<file path="src/rtl/avmm_to_axi_lite_bridge_if.sv">
// Bus bundles for the Avalon-MM to AXI4-Lite bridge: the Avalon-MM request side
// and the AXI4-Lite master side. Signal names match the original flat ports.
interface avmm_if #(
    parameter int unsigned ADDR_WIDTH = 32,
    parameter int unsigned DATA_WIDTH = 32
);
    logic [ADDR_WIDTH-1:0]   avmm_address_i;
    logic [DATA_WIDTH-1:0]   avmm_writedata_i;
    logic [DATA_WIDTH/8-1:0] avmm_byteenable_i;
    logic                    avmm_read_i;
    logic                    avmm_write_i;
    logic [DATA_WIDTH-1:0]   avmm_readdata_o;
    logic                    avmm_waitrequest_o;
    logic                    avmm_readdata_valid_o;

    modport master (
        output avmm_address_i, avmm_writedata_i, avmm_byteenable_i,
               avmm_read_i, avmm_write_i,
        input  avmm_readdata_o, avmm_waitrequest_o, avmm_readdata_valid_o
    );

    modport slave (
        input  avmm_address_i, avmm_writedata_i, avmm_byteenable_i,
               avmm_read_i, avmm_write_i,
        output avmm_readdata_o, avmm_waitrequest_o, avmm_readdata_valid_o
    );
endinterface

interface axi_lite_if #(
    parameter int unsigned ADDR_WIDTH = 32,
    parameter int unsigned DATA_WIDTH = 32
);
    logic                    axi_lite_awvalid_o;
    logic                    axi_lite_awready_i;
    logic [2:0]              axi_lite_awprot_o;
    logic [ADDR_WIDTH-1:0]   axi_lite_awaddr_o;
    logic [DATA_WIDTH-1:0]   axi_lite_wdata_o;
    logic [DATA_WIDTH/8-1:0] axi_lite_wstrb_o;
    logic                    axi_lite_wvalid_o;
    logic                    axi_lite_wready_i;
    logic                    axi_lite_bvalid_i;
    logic                    axi_lite_bready_o;
    logic [1:0]              axi_lite_bresp_i;
    logic                    axi_lite_arvalid_o;
    logic                    axi_lite_arready_i;
    logic [2:0]              axi_lite_arprot_o;
    logic [ADDR_WIDTH-1:0]   axi_lite_araddr_o;
    logic [DATA_WIDTH-1:0]   axi_lite_rdata_i;
    logic [1:0]              axi_lite_rresp_i;
    logic                    axi_lite_rvalid_i;
    logic                    axi_lite_rready_o;

    modport master (
        output axi_lite_awvalid_o, axi_lite_awprot_o, axi_lite_awaddr_o,
               axi_lite_wdata_o, axi_lite_wstrb_o, axi_lite_wvalid_o,
               axi_lite_bready_o, axi_lite_arvalid_o, axi_lite_arprot_o,
               axi_lite_araddr_o, axi_lite_rready_o,
        input  axi_lite_awready_i, axi_lite_wready_i, axi_lite_bvalid_i,
               axi_lite_bresp_i, axi_lite_arready_i, axi_lite_rdata_i,
               axi_lite_rresp_i, axi_lite_rvalid_i
    );

    modport slave (
        input  axi_lite_awvalid_o, axi_lite_awprot_o, axi_lite_awaddr_o,
               axi_lite_wdata_o, axi_lite_wstrb_o, axi_lite_wvalid_o,
               axi_lite_bready_o, axi_lite_arvalid_o, axi_lite_arprot_o,
               axi_lite_araddr_o, axi_lite_rready_o,
        output axi_lite_awready_i, axi_lite_wready_i, axi_lite_bvalid_i,
               axi_lite_bresp_i, axi_lite_arready_i, axi_lite_rdata_i,
               axi_lite_rresp_i, axi_lite_rvalid_i
    );
endinterface

</file>
<file path="src/rtl/avmm_to_axi_lite_bridge.sv">
// Single-outstanding Avalon-MM to AXI4-Lite bridge. AXI outputs are registered;
// waitrequest drops combinationally in the one cycle the request is accepted.
module avmm_to_axi_lite_bridge #(
    parameter int unsigned ADDR_WIDTH = 32,
    parameter int unsigned DATA_WIDTH = 32
) (
    input  logic       aclk,
    input  logic       aresetn,
    avmm_if.slave      avmm,
    axi_lite_if.master axi
);
    localparam int unsigned STRB_WIDTH = DATA_WIDTH / 8;

    typedef enum logic [2:0] {
        IDLE,
        WR_ADDR_DATA,
        WR_RESP,
        RD_ADDR,
        RD_DATA,
        TURN
    } state_t;

    state_t                  state_q, state_d;
    logic [ADDR_WIDTH-1:0]   addr_q, addr_d;
    logic [DATA_WIDTH-1:0]   wdata_q, wdata_d;
    logic [STRB_WIDTH-1:0]   wstrb_q, wstrb_d;
    logic [DATA_WIDTH-1:0]   rdata_q, rdata_d;
    logic                    awvalid_q, awvalid_d;
    logic                    wvalid_q, wvalid_d;
    logic                    bready_q, bready_d;
    logic                    arvalid_q, arvalid_d;
    logic                    rready_q, rready_d;
    logic                    rdvalid_q, rdvalid_d;
    logic                    waitrequest;
    logic                    unused_resp;

    assign unused_resp = ^{axi.axi_lite_bresp_i, axi.axi_lite_rresp_i};

    always_ff @(posedge aclk or negedge aresetn) begin
        if (!aresetn) begin
            state_q   <= IDLE;
            addr_q    <= '0;
            wdata_q   <= '0;
            wstrb_q   <= '0;
            rdata_q   <= '0;
            awvalid_q <= 1'b0;
            wvalid_q  <= 1'b0;
            bready_q  <= 1'b0;
            arvalid_q <= 1'b0;
            rready_q  <= 1'b0;
            rdvalid_q <= 1'b0;
        end else begin
            state_q   <= state_d;
            addr_q    <= addr_d;
            wdata_q   <= wdata_d;
            wstrb_q   <= wstrb_d;
            rdata_q   <= rdata_d;
            awvalid_q <= awvalid_d;
            wvalid_q  <= wvalid_d;
            bready_q  <= bready_d;
            arvalid_q <= arvalid_d;
            rready_q  <= rready_d;
            rdvalid_q <= rdvalid_d;
        end
    end

    always_comb begin
        state_d     = state_q;
        addr_d      = addr_q;
        wdata_d     = wdata_q;
        wstrb_d     = wstrb_q;
        rdata_d     = rdata_q;
        awvalid_d   = awvalid_q;
        wvalid_d    = wvalid_q;
        bready_d    = bready_q;
        arvalid_d   = arvalid_q;
        rready_d    = rready_q;
        rdvalid_d   = 1'b0;
        waitrequest = 1'b1;

        case (state_q)
            IDLE: begin
                if (avmm.avmm_write_i) begin
                    addr_d    = avmm.avmm_address_i;
                    wdata_d   = avmm.avmm_writedata_i;
                    wstrb_d   = avmm.avmm_byteenable_i;
                    awvalid_d = 1'b1;
                    wvalid_d  = 1'b1;
                    state_d   = WR_ADDR_DATA;
                end else if (avmm.avmm_read_i) begin
                    addr_d    = avmm.avmm_address_i;
                    arvalid_d = 1'b1;
                    state_d   = RD_ADDR;
                end
            end
            WR_ADDR_DATA: begin
                // AW and W retire independently; B is only opened once both are gone.
                if (axi.axi_lite_awready_i) awvalid_d = 1'b0;
                if (axi.axi_lite_wready_i)  wvalid_d  = 1'b0;
                if (!awvalid_d && !wvalid_d) begin
                    bready_d = 1'b1;
                    state_d  = WR_RESP;
                end
            end
            WR_RESP: begin
                if (axi.axi_lite_bvalid_i) begin
                    bready_d    = 1'b0;
                    waitrequest = 1'b0;
                    state_d     = TURN;
                end
            end
            RD_ADDR: begin
                if (axi.axi_lite_arready_i) begin
                    arvalid_d   = 1'b0;
                    rready_d    = 1'b1;
                    waitrequest = 1'b0;
                    state_d     = RD_DATA;
                end
            end
            RD_DATA: begin
                if (axi.axi_lite_rvalid_i) begin
                    rdata_d   = axi.axi_lite_rdata_i;
                    rdvalid_d = 1'b1;
                    rready_d  = 1'b0;
                    state_d   = TURN;
                end
            end
            TURN:    state_d = IDLE;
            default: state_d = IDLE;
        endcase
    end

    assign avmm.avmm_readdata_o       = rdata_q;
    assign avmm.avmm_readdata_valid_o = rdvalid_q;
    assign avmm.avmm_waitrequest_o    = waitrequest;

    assign axi.axi_lite_awvalid_o = awvalid_q;
    assign axi.axi_lite_awprot_o  = '0;
    assign axi.axi_lite_awaddr_o  = addr_q;
    assign axi.axi_lite_wdata_o   = wdata_q;
    assign axi.axi_lite_wstrb_o   = wstrb_q;
    assign axi.axi_lite_wvalid_o  = wvalid_q;
    assign axi.axi_lite_bready_o  = bready_q;
    assign axi.axi_lite_arvalid_o = arvalid_q;
    assign axi.axi_lite_arprot_o  = '0;
    assign axi.axi_lite_araddr_o  = addr_q;
    assign axi.axi_lite_rready_o  = rready_q;
endmodule

</file>
<file path="src/flat_wrapper.sv">
// flat-port wrapper written by rule: the top's interface ports become plain ports
module avmm_to_axi_lite_bridge_flat 
#(
    parameter int unsigned ADDR_WIDTH = 32,
    parameter int unsigned DATA_WIDTH = 32
)
  (aclk, aresetn, avmm_avmm_address_i, avmm_avmm_writedata_i, avmm_avmm_byteenable_i, avmm_avmm_read_i, avmm_avmm_write_i, avmm_avmm_readdata_o, avmm_avmm_waitrequest_o, avmm_avmm_readdata_valid_o, axi_axi_lite_awvalid_o, axi_axi_lite_awprot_o, axi_axi_lite_awaddr_o, axi_axi_lite_wdata_o, axi_axi_lite_wstrb_o, axi_axi_lite_wvalid_o, axi_axi_lite_bready_o, axi_axi_lite_arvalid_o, axi_axi_lite_arprot_o, axi_axi_lite_araddr_o, axi_axi_lite_rready_o, axi_axi_lite_awready_i, axi_axi_lite_wready_i, axi_axi_lite_bvalid_i, axi_axi_lite_bresp_i, axi_axi_lite_arready_i, axi_axi_lite_rdata_i, axi_axi_lite_rresp_i, axi_axi_lite_rvalid_i);
  avmm_if #(.ADDR_WIDTH(ADDR_WIDTH), .DATA_WIDTH(DATA_WIDTH)) avmm_i ();
  axi_lite_if #(.ADDR_WIDTH(ADDR_WIDTH), .DATA_WIDTH(DATA_WIDTH)) axi_i ();
  input  logic aclk;
  input  logic aresetn;
  input wire logic [$bits(avmm_i.avmm_address_i)-1:0] avmm_avmm_address_i;
  input wire logic [$bits(avmm_i.avmm_writedata_i)-1:0] avmm_avmm_writedata_i;
  input wire logic [$bits(avmm_i.avmm_byteenable_i)-1:0] avmm_avmm_byteenable_i;
  input wire logic [$bits(avmm_i.avmm_read_i)-1:0] avmm_avmm_read_i;
  input wire logic [$bits(avmm_i.avmm_write_i)-1:0] avmm_avmm_write_i;
  output wire logic [$bits(avmm_i.avmm_readdata_o)-1:0] avmm_avmm_readdata_o;
  output wire logic [$bits(avmm_i.avmm_waitrequest_o)-1:0] avmm_avmm_waitrequest_o;
  output wire logic [$bits(avmm_i.avmm_readdata_valid_o)-1:0] avmm_avmm_readdata_valid_o;
  output wire logic [$bits(axi_i.axi_lite_awvalid_o)-1:0] axi_axi_lite_awvalid_o;
  output wire logic [$bits(axi_i.axi_lite_awprot_o)-1:0] axi_axi_lite_awprot_o;
  output wire logic [$bits(axi_i.axi_lite_awaddr_o)-1:0] axi_axi_lite_awaddr_o;
  output wire logic [$bits(axi_i.axi_lite_wdata_o)-1:0] axi_axi_lite_wdata_o;
  output wire logic [$bits(axi_i.axi_lite_wstrb_o)-1:0] axi_axi_lite_wstrb_o;
  output wire logic [$bits(axi_i.axi_lite_wvalid_o)-1:0] axi_axi_lite_wvalid_o;
  output wire logic [$bits(axi_i.axi_lite_bready_o)-1:0] axi_axi_lite_bready_o;
  output wire logic [$bits(axi_i.axi_lite_arvalid_o)-1:0] axi_axi_lite_arvalid_o;
  output wire logic [$bits(axi_i.axi_lite_arprot_o)-1:0] axi_axi_lite_arprot_o;
  output wire logic [$bits(axi_i.axi_lite_araddr_o)-1:0] axi_axi_lite_araddr_o;
  output wire logic [$bits(axi_i.axi_lite_rready_o)-1:0] axi_axi_lite_rready_o;
  input wire logic [$bits(axi_i.axi_lite_awready_i)-1:0] axi_axi_lite_awready_i;
  input wire logic [$bits(axi_i.axi_lite_wready_i)-1:0] axi_axi_lite_wready_i;
  input wire logic [$bits(axi_i.axi_lite_bvalid_i)-1:0] axi_axi_lite_bvalid_i;
  input wire logic [$bits(axi_i.axi_lite_bresp_i)-1:0] axi_axi_lite_bresp_i;
  input wire logic [$bits(axi_i.axi_lite_arready_i)-1:0] axi_axi_lite_arready_i;
  input wire logic [$bits(axi_i.axi_lite_rdata_i)-1:0] axi_axi_lite_rdata_i;
  input wire logic [$bits(axi_i.axi_lite_rresp_i)-1:0] axi_axi_lite_rresp_i;
  input wire logic [$bits(axi_i.axi_lite_rvalid_i)-1:0] axi_axi_lite_rvalid_i;
  assign avmm_i.avmm_address_i = avmm_avmm_address_i;
  assign avmm_i.avmm_writedata_i = avmm_avmm_writedata_i;
  assign avmm_i.avmm_byteenable_i = avmm_avmm_byteenable_i;
  assign avmm_i.avmm_read_i = avmm_avmm_read_i;
  assign avmm_i.avmm_write_i = avmm_avmm_write_i;
  assign avmm_avmm_readdata_o = avmm_i.avmm_readdata_o;
  assign avmm_avmm_waitrequest_o = avmm_i.avmm_waitrequest_o;
  assign avmm_avmm_readdata_valid_o = avmm_i.avmm_readdata_valid_o;
  assign axi_axi_lite_awvalid_o = axi_i.axi_lite_awvalid_o;
  assign axi_axi_lite_awprot_o = axi_i.axi_lite_awprot_o;
  assign axi_axi_lite_awaddr_o = axi_i.axi_lite_awaddr_o;
  assign axi_axi_lite_wdata_o = axi_i.axi_lite_wdata_o;
  assign axi_axi_lite_wstrb_o = axi_i.axi_lite_wstrb_o;
  assign axi_axi_lite_wvalid_o = axi_i.axi_lite_wvalid_o;
  assign axi_axi_lite_bready_o = axi_i.axi_lite_bready_o;
  assign axi_axi_lite_arvalid_o = axi_i.axi_lite_arvalid_o;
  assign axi_axi_lite_arprot_o = axi_i.axi_lite_arprot_o;
  assign axi_axi_lite_araddr_o = axi_i.axi_lite_araddr_o;
  assign axi_axi_lite_rready_o = axi_i.axi_lite_rready_o;
  assign axi_i.axi_lite_awready_i = axi_axi_lite_awready_i;
  assign axi_i.axi_lite_wready_i = axi_axi_lite_wready_i;
  assign axi_i.axi_lite_bvalid_i = axi_axi_lite_bvalid_i;
  assign axi_i.axi_lite_bresp_i = axi_axi_lite_bresp_i;
  assign axi_i.axi_lite_arready_i = axi_axi_lite_arready_i;
  assign axi_i.axi_lite_rdata_i = axi_axi_lite_rdata_i;
  assign axi_i.axi_lite_rresp_i = axi_axi_lite_rresp_i;
  assign axi_i.axi_lite_rvalid_i = axi_axi_lite_rvalid_i;
  avmm_to_axi_lite_bridge #(.ADDR_WIDTH(ADDR_WIDTH), .DATA_WIDTH(DATA_WIDTH)) u_core (.aclk(aclk), .aresetn(aresetn), .avmm(avmm_i), .axi(axi_i));
endmodule
</file>
<file path="config.mk">
export PLATFORM = sky130hd
export DESIGN_NAME = avmm_to_axi_lite_bridge_flat
export DESIGN_NICKNAME = d
export VERILOG_FILES = /design/src/rtl/avmm_to_axi_lite_bridge_if.sv /design/src/rtl/avmm_to_axi_lite_bridge.sv /design/src/flat_wrapper.sv
export SDC_FILE = /design/constraint.sdc
export NUM_CORES = 1
export LEC_CHECK = 0
export CORE_MARGIN = 3
export CORE_UTILIZATION = 33
export CTS_BUF_LIST = sky130_fd_sc_hd__clkbuf_2
export CTS_CLUSTER_DIAMETER = 40
export DETAILED_ROUTE_END_ITERATION = 12
export GPL_ROUTABILITY_DRIVEN = 0
export GPL_TIMING_DRIVEN = 0
export PLACE_DENSITY = 0.71
export SYNTH_ARGS = -nofsm -noshare
export SYNTH_HDL_FRONTEND = slang
export SYNTH_SLANG_ARGS = --single-unit
</file>
<file path="constraint.sdc">
create_clock -name aclk -period 1.9 [get_ports aclk]
set_input_delay 0.285 -clock aclk [delete_from_list [all_inputs] [get_ports aclk]]
set_output_delay 0.285 -clock aclk [all_outputs]
set_load 0.01 [all_outputs]
</file>
# Yosys cells after proc, flatten, opt, wreduce, memory -nomap -nowiden
# Index checks and enable logic that the tools add are counted.
# word_totals
reg_bits	109
input_bits	113
output_inout_bits	145
word_cells	71
# classes
eq_ne	12
mux	31
n_reduce_logical	17
# ops
op	n
32-bit two-way mux	2
3-bit two-way mux	6
1-bit two-way mux	16
3-bit case mux with 5 select lines	1
2-bit != test (second input constant)	6
1-bit case mux with 2 select lines	6
2-bit nonzero test	5
2-bit AND reduction	4
3-bit by 2-bit == test with 1-bit output (second input constant)	2
3-bit AND reduction	2
5-bit AND reduction	1
4-bit AND reduction	1
3-bit by 1-bit == test with 1-bit output (second input constant)	1
3-bit == test (second input constant)	1
3-bit logical NOT	1
3-bit != test (second input constant)	1
1-bit logical NOT	2
2-bit by 1-bit != test with 1-bit output (second input constant)	1
1-bit logical AND	1

# Longest topological paths before layout
# depth
word_depth	6
ltp_mapped	5

# Least setup slack after synthesis
# No wires, ideal clock.
# synth_timing
kind	reg-to-reg
startpoint	reg u_core.state_q[1]
endpoint	reg u_core.wdata_q[0] (netlist: u_core.axi.axi_lite_wdata_o[0])
setup_time_ns	0.125
t_arrival_ns	1.525
required_time_ns	1.775
path_slack_ns	0.250
path_stages_with_launch	4
n_path_buf	1
cell_sequence	dfrtp_1 -> nor4_4 -> buf_6 -> mux2_2
# synth_between
elab_chain_len	2
# synth_rtl
element	line_no	rtl
start, declared	avmm_to_axi_lite_bridge.sv:23	state_t state_q, state_d;
start signal, assigned	avmm_to_axi_lite_bridge.sv:53	state_q <= state_d;
3-bit logical NOT	avmm_to_axi_lite_bridge.sv:81	case (state_q)
2-bit AND reduction (no line)	--	
end signal, assigned	avmm_to_axi_lite_bridge.sv:55	wdata_q <= wdata_d;
end, declared	avmm_to_axi_lite_bridge.sv:25	logic [DATA_WIDTH-1:0] wdata_q, wdata_d;
# Every way passes these cells.
# A chain may end at the register's enable or synchronous reset.

# Worst setup path after layout
# layout_timing
startpoint	reg u_core.state_q[0]
endpoint	out avmm_avmm_waitrequest_o
# layout_between
elab_chain_len	2
elab_cells_between_ends	3
# layout_rtl
element	line_no	rtl
3-bit by 2-bit == test with 1-bit output	avmm_to_axi_lite_bridge.sv:81	
1-bit case mux with 2 select lines (*)	avmm_to_axi_lite_bridge.sv:81	
end, declared	flat_wrapper.sv:18	output wire logic [$bits(avmm_i.avmm_waitrequest_o)-1:0] avmm_avmm_waitrequest_o;
# Mark *: on every way between the ends. The rest lies on a longest branch, timed or not.

==> results.py <==
metrics = {
    "status": {
        "outcome": "finished, violations left",
        "violations": "setup timing",
    },
    "clocking": {
        "cts-root-buf": "clkbuf_2",
        "clk_latency_ps": 570,
        "clk_pin_slew_ps": 280,
        "clock-sinks": 109,
        "clockBufferDepth": 2,
        "cts_tree": "built",
        "cts_buffers": 9,
        "cts_max_level": 3,
    },
    "power": {
        "p_total_mw": 11.3,
        "peakVddDrop_uv": 668,
        "power_density_nw_per_um2": 1500,
        "leakagePower_nw": 3.72,
    },
    "worst_setup_path": {
        "cp.required_ps": 1620,
        "cp.arrival_ps": 1680,
        "crit_path_max_fanout": 2,
        "r2r_end": "u_core.axi.axi_lite_araddr_o[7]",
        "rr_startpoint": "u_core.state_q[0]",
        "worstSetupPathType": "reg -> out",
        "rr_worst_depth": 5,
        "worstSetupStartpoint": "u_core.state_q[0]",
        "worst_setup_path_start_kind": "register",
        "endpoint_kind": "output pin",
        "rrSetupSlack_ps": 110,
    },
    "placement": {
        "numPortBuffers": 247,
        "dp_hpwl_mm": 9.20,
    },
    "synthesis": {
        "syn_area_per_cell_um2": 14.9,
        "synth_adder_area_share_pct": 0,
        "synth-xor-area-share_pct": 0,
        "synth_warnings": 0,
        "synthCells": 304,
        "synth_area_um2": 4520,
        "synthSimpleGateAreaFrac_pct": 3.29,
        "synth_top_cell_area_share_pct": 60.3,
        "ys_top_cells_by_area": "dfrtp_1 (60%), mux2_2 (24%), buf_4 (6.8%)",
        "ys_ff_latch": 109,
        "ys_seq_area_share_pct": 60.3,
        "synthMuxAreaShare_pct": 25.2,
        "synth_cell_type_count": 24,
        "synth_top_family_by_area": "multiplexers",
        "synth_area_leader_cell": "dfrtp_1",
        "synth_compound_area_share_pct": 2.74,
    },
    "sta": {
        "hold_slack_ps": 210,
        "tightestPinTransition_ps": 660,
        "setup_viol": 1,
        "finalClockSkew_ps": 37.3,
        "rsz0062_at_grt": "true",
        "slew_viol_final": 0,
        "finalCriticalPeriod_ps": 1960,
        "post-route-period-util_pct": 103,
        "layout_setup_ws_ps": -64.5,
        "fmax_mhz": 509,
        "tns_ps": -64.5,
        "final_hold_viol_count": 0,
        "relSlewSlack_pct": 56.0,
    },
    "final_layout": {
        "nFillCells": 1148,
        "fin_nets": 702,
        "layout-drive-gt1-share_pct": 32.0,
        "final_common_cell": "clkdlybuf4s50_1",
        "final_cell_mix": "clkdlybuf4s50_1 (109), dfrtp_1 (107), dlygate4sd2_1 (98), mux2_2 (96), buf_4 (62)",
        "diodes": 0,
        "area_delta_synth_final_pct": 66.0,
    },
    "drt": {
        "wl_met1_mm": 4.46,
        "wire_per_inst_um": 15.5,
        "drtIter0Drc": 123,
        "num_vias": 3391,
        "drt.antenna.violating_nets": 0,
        "routed_wl_mm": 12.0,
        "vias_per_cell": 4.40,
        "post-route-drc-count": 0,
        "wl_met2_mm": 5.95,
        "first_pass_iters": 4,
        "highest_layer": "met4",
        "wl_met3_mm": 1.34,
    },
    "floorplanning": {
        "die-area_um2": 15100,
        "initial_core_util_pct": 34.0,
        "top_level_ports": 258,
        "die_w_um": 123,
        "rows": 42,
        "die_y_um": 123,
        "coreArea_um2": 13300,
    },
    "global_route": {
        "grt_max_degree": 62,
        "grt_pass1_vias": 3424,
        "grt_usage_pct": 15.1,
        "grt-ovfl-total": 0,
        "grt_pass1_wl_mm": 17.8,
        "antenna_found_initial": 0,
    },
    "run": {
        "cap_violations": 0,
    },
    "hold_path": {
        "hp-class": "in -> async",
    },
}
-- worst max-delay path by stage --
stage                     slack, ps  cells after the start                         endpoint
final                           -60                      4          avmm_avmm_waitrequest_o
after global routing           -180                      4          avmm_avmm_waitrequest_o
after CTS                      -130                      4          avmm_avmm_waitrequest_o
after detailed placement       -400                      5  u_core.axi.axi_lite_wdata_o[16]
after global placement        -3630                      1  u_core.avmm.avmm_readdata_o[27]
after floorplan                 250                      3   u_core.axi.axi_lite_wdata_o[0]
-- power by group --
| part | leakage [nW] | total, mW | internal (mW) | switching [mW] |
|---|---|---|---|---|
| logic | 2.38 | 6.28 | 3.79 | 2.49 |
| clock network | 0.0582 | 0.896 | 0.164 | 0.731 |
| registers | 1.29 | 4.11 | 3.48 | 0.634 |
| total | 3.72 | 11.3 | 7.43 | 3.85 |
-- through the flow --
stage	instance area, um^2	worst slack (ps)	utilization (%)	instances
after CTS	7350	-131	55.3	764
after floorplan	4540	250	-	309
final	7500	-64.5	56.4	770
after global routing	7500	-184	56.4	770
after detailed placement	7260	-397	54.6	733
after global placement	7230	-3630	54.4	732
-- synthesized netlist by cell type (all sizes together) --
| cell | n |
|---|---|
| nor4 | 2 |
| a31oi | 3 |
| o21a | 1 |
| inv | 2 |
| o21ai | 3 |
| o32ai | 1 |
| dfrtp | 109 |
| and2 | 1 |
| nor2b | 2 |
| buf | 50 |
| nand2 | 7 |
| nand2b | 5 |
| nor2 | 4 |
| conb | 1 |
| mux2 | 101 |
| a21oi | 3 |
| nor3 | 2 |
| a21o | 1 |
| o2bb2ai | 5 |
| a21boi | 1 |
-- cells by family after synthesis --
| group | Yosys count |
|---|---|
| buffers and inverters | 52 |
| other | 1 |
| and+or+nand+nor | 23 |
| muxes | 101 |
| AOI/OAI and AO/OA | 18 |
| DFF | 109 |
-- metal layers --
metal	global-route usage [%]	vias up
met2	25.6	161
met1	17.1	1637
met5	0	-
met4	6.37	0
li1	-	1578
met3	5.67	15
-- area by class of cell --
cell class | instances | area, um^2 | share of cell area, %
plain buffers | 50 | 380 | 5.07
clock buffers | 10 | 50.0 | 0.667
multi-input cells | 148 | 1460 | 19.4
repair buffers | 269 | 2630 | 35.0
well taps | 176 | 220 | 2.94
flip-flops and latches | 109 | 2730 | 36.4
clock inverters | 6 | 30.0 | 0.400
inverters | 2 | 7.51 | 0.100
-- registers in the layout, indices dropped and copies added (netlist names) --
register                           cells
u_core.axi.axi_lite_arvalid_o          1
u_core.axi.axi_lite_awvalid_o          1
u_core.axi.axi_lite_araddr_o          32
u_core.axi.axi_lite_wvalid_o           1
u_core.axi.axi_lite_wstrb_o            4
u_core.avmm.avmm_readdata_valid_o      1
u_core.axi.axi_lite_bready_o           1
u_core.state_q                         3
u_core.avmm.avmm_readdata_o           32
u_core.axi.axi_lite_rready_o           1
u_core.axi.axi_lite_wdata_o           32
-- what timing repair did --
action | CTS | global route
hold endpoints to repair | 48 | 0
gates resized for setup | 112 | 41
buffers inserted | 14 | 6
cloned | 0 | 0
endpoints found under the setup margin | 133 | 97
hold buffers | 1 | 0
pin swaps | 1 | 1
-- worst max-delay path, cell delays in order, from the launching register on --
cell,delay [ps]
dfrtp_2,480
buf_6,120
mux2_4,310
nand2b_4,80
buf_6,100
Power figures use the tool's default switching activity.
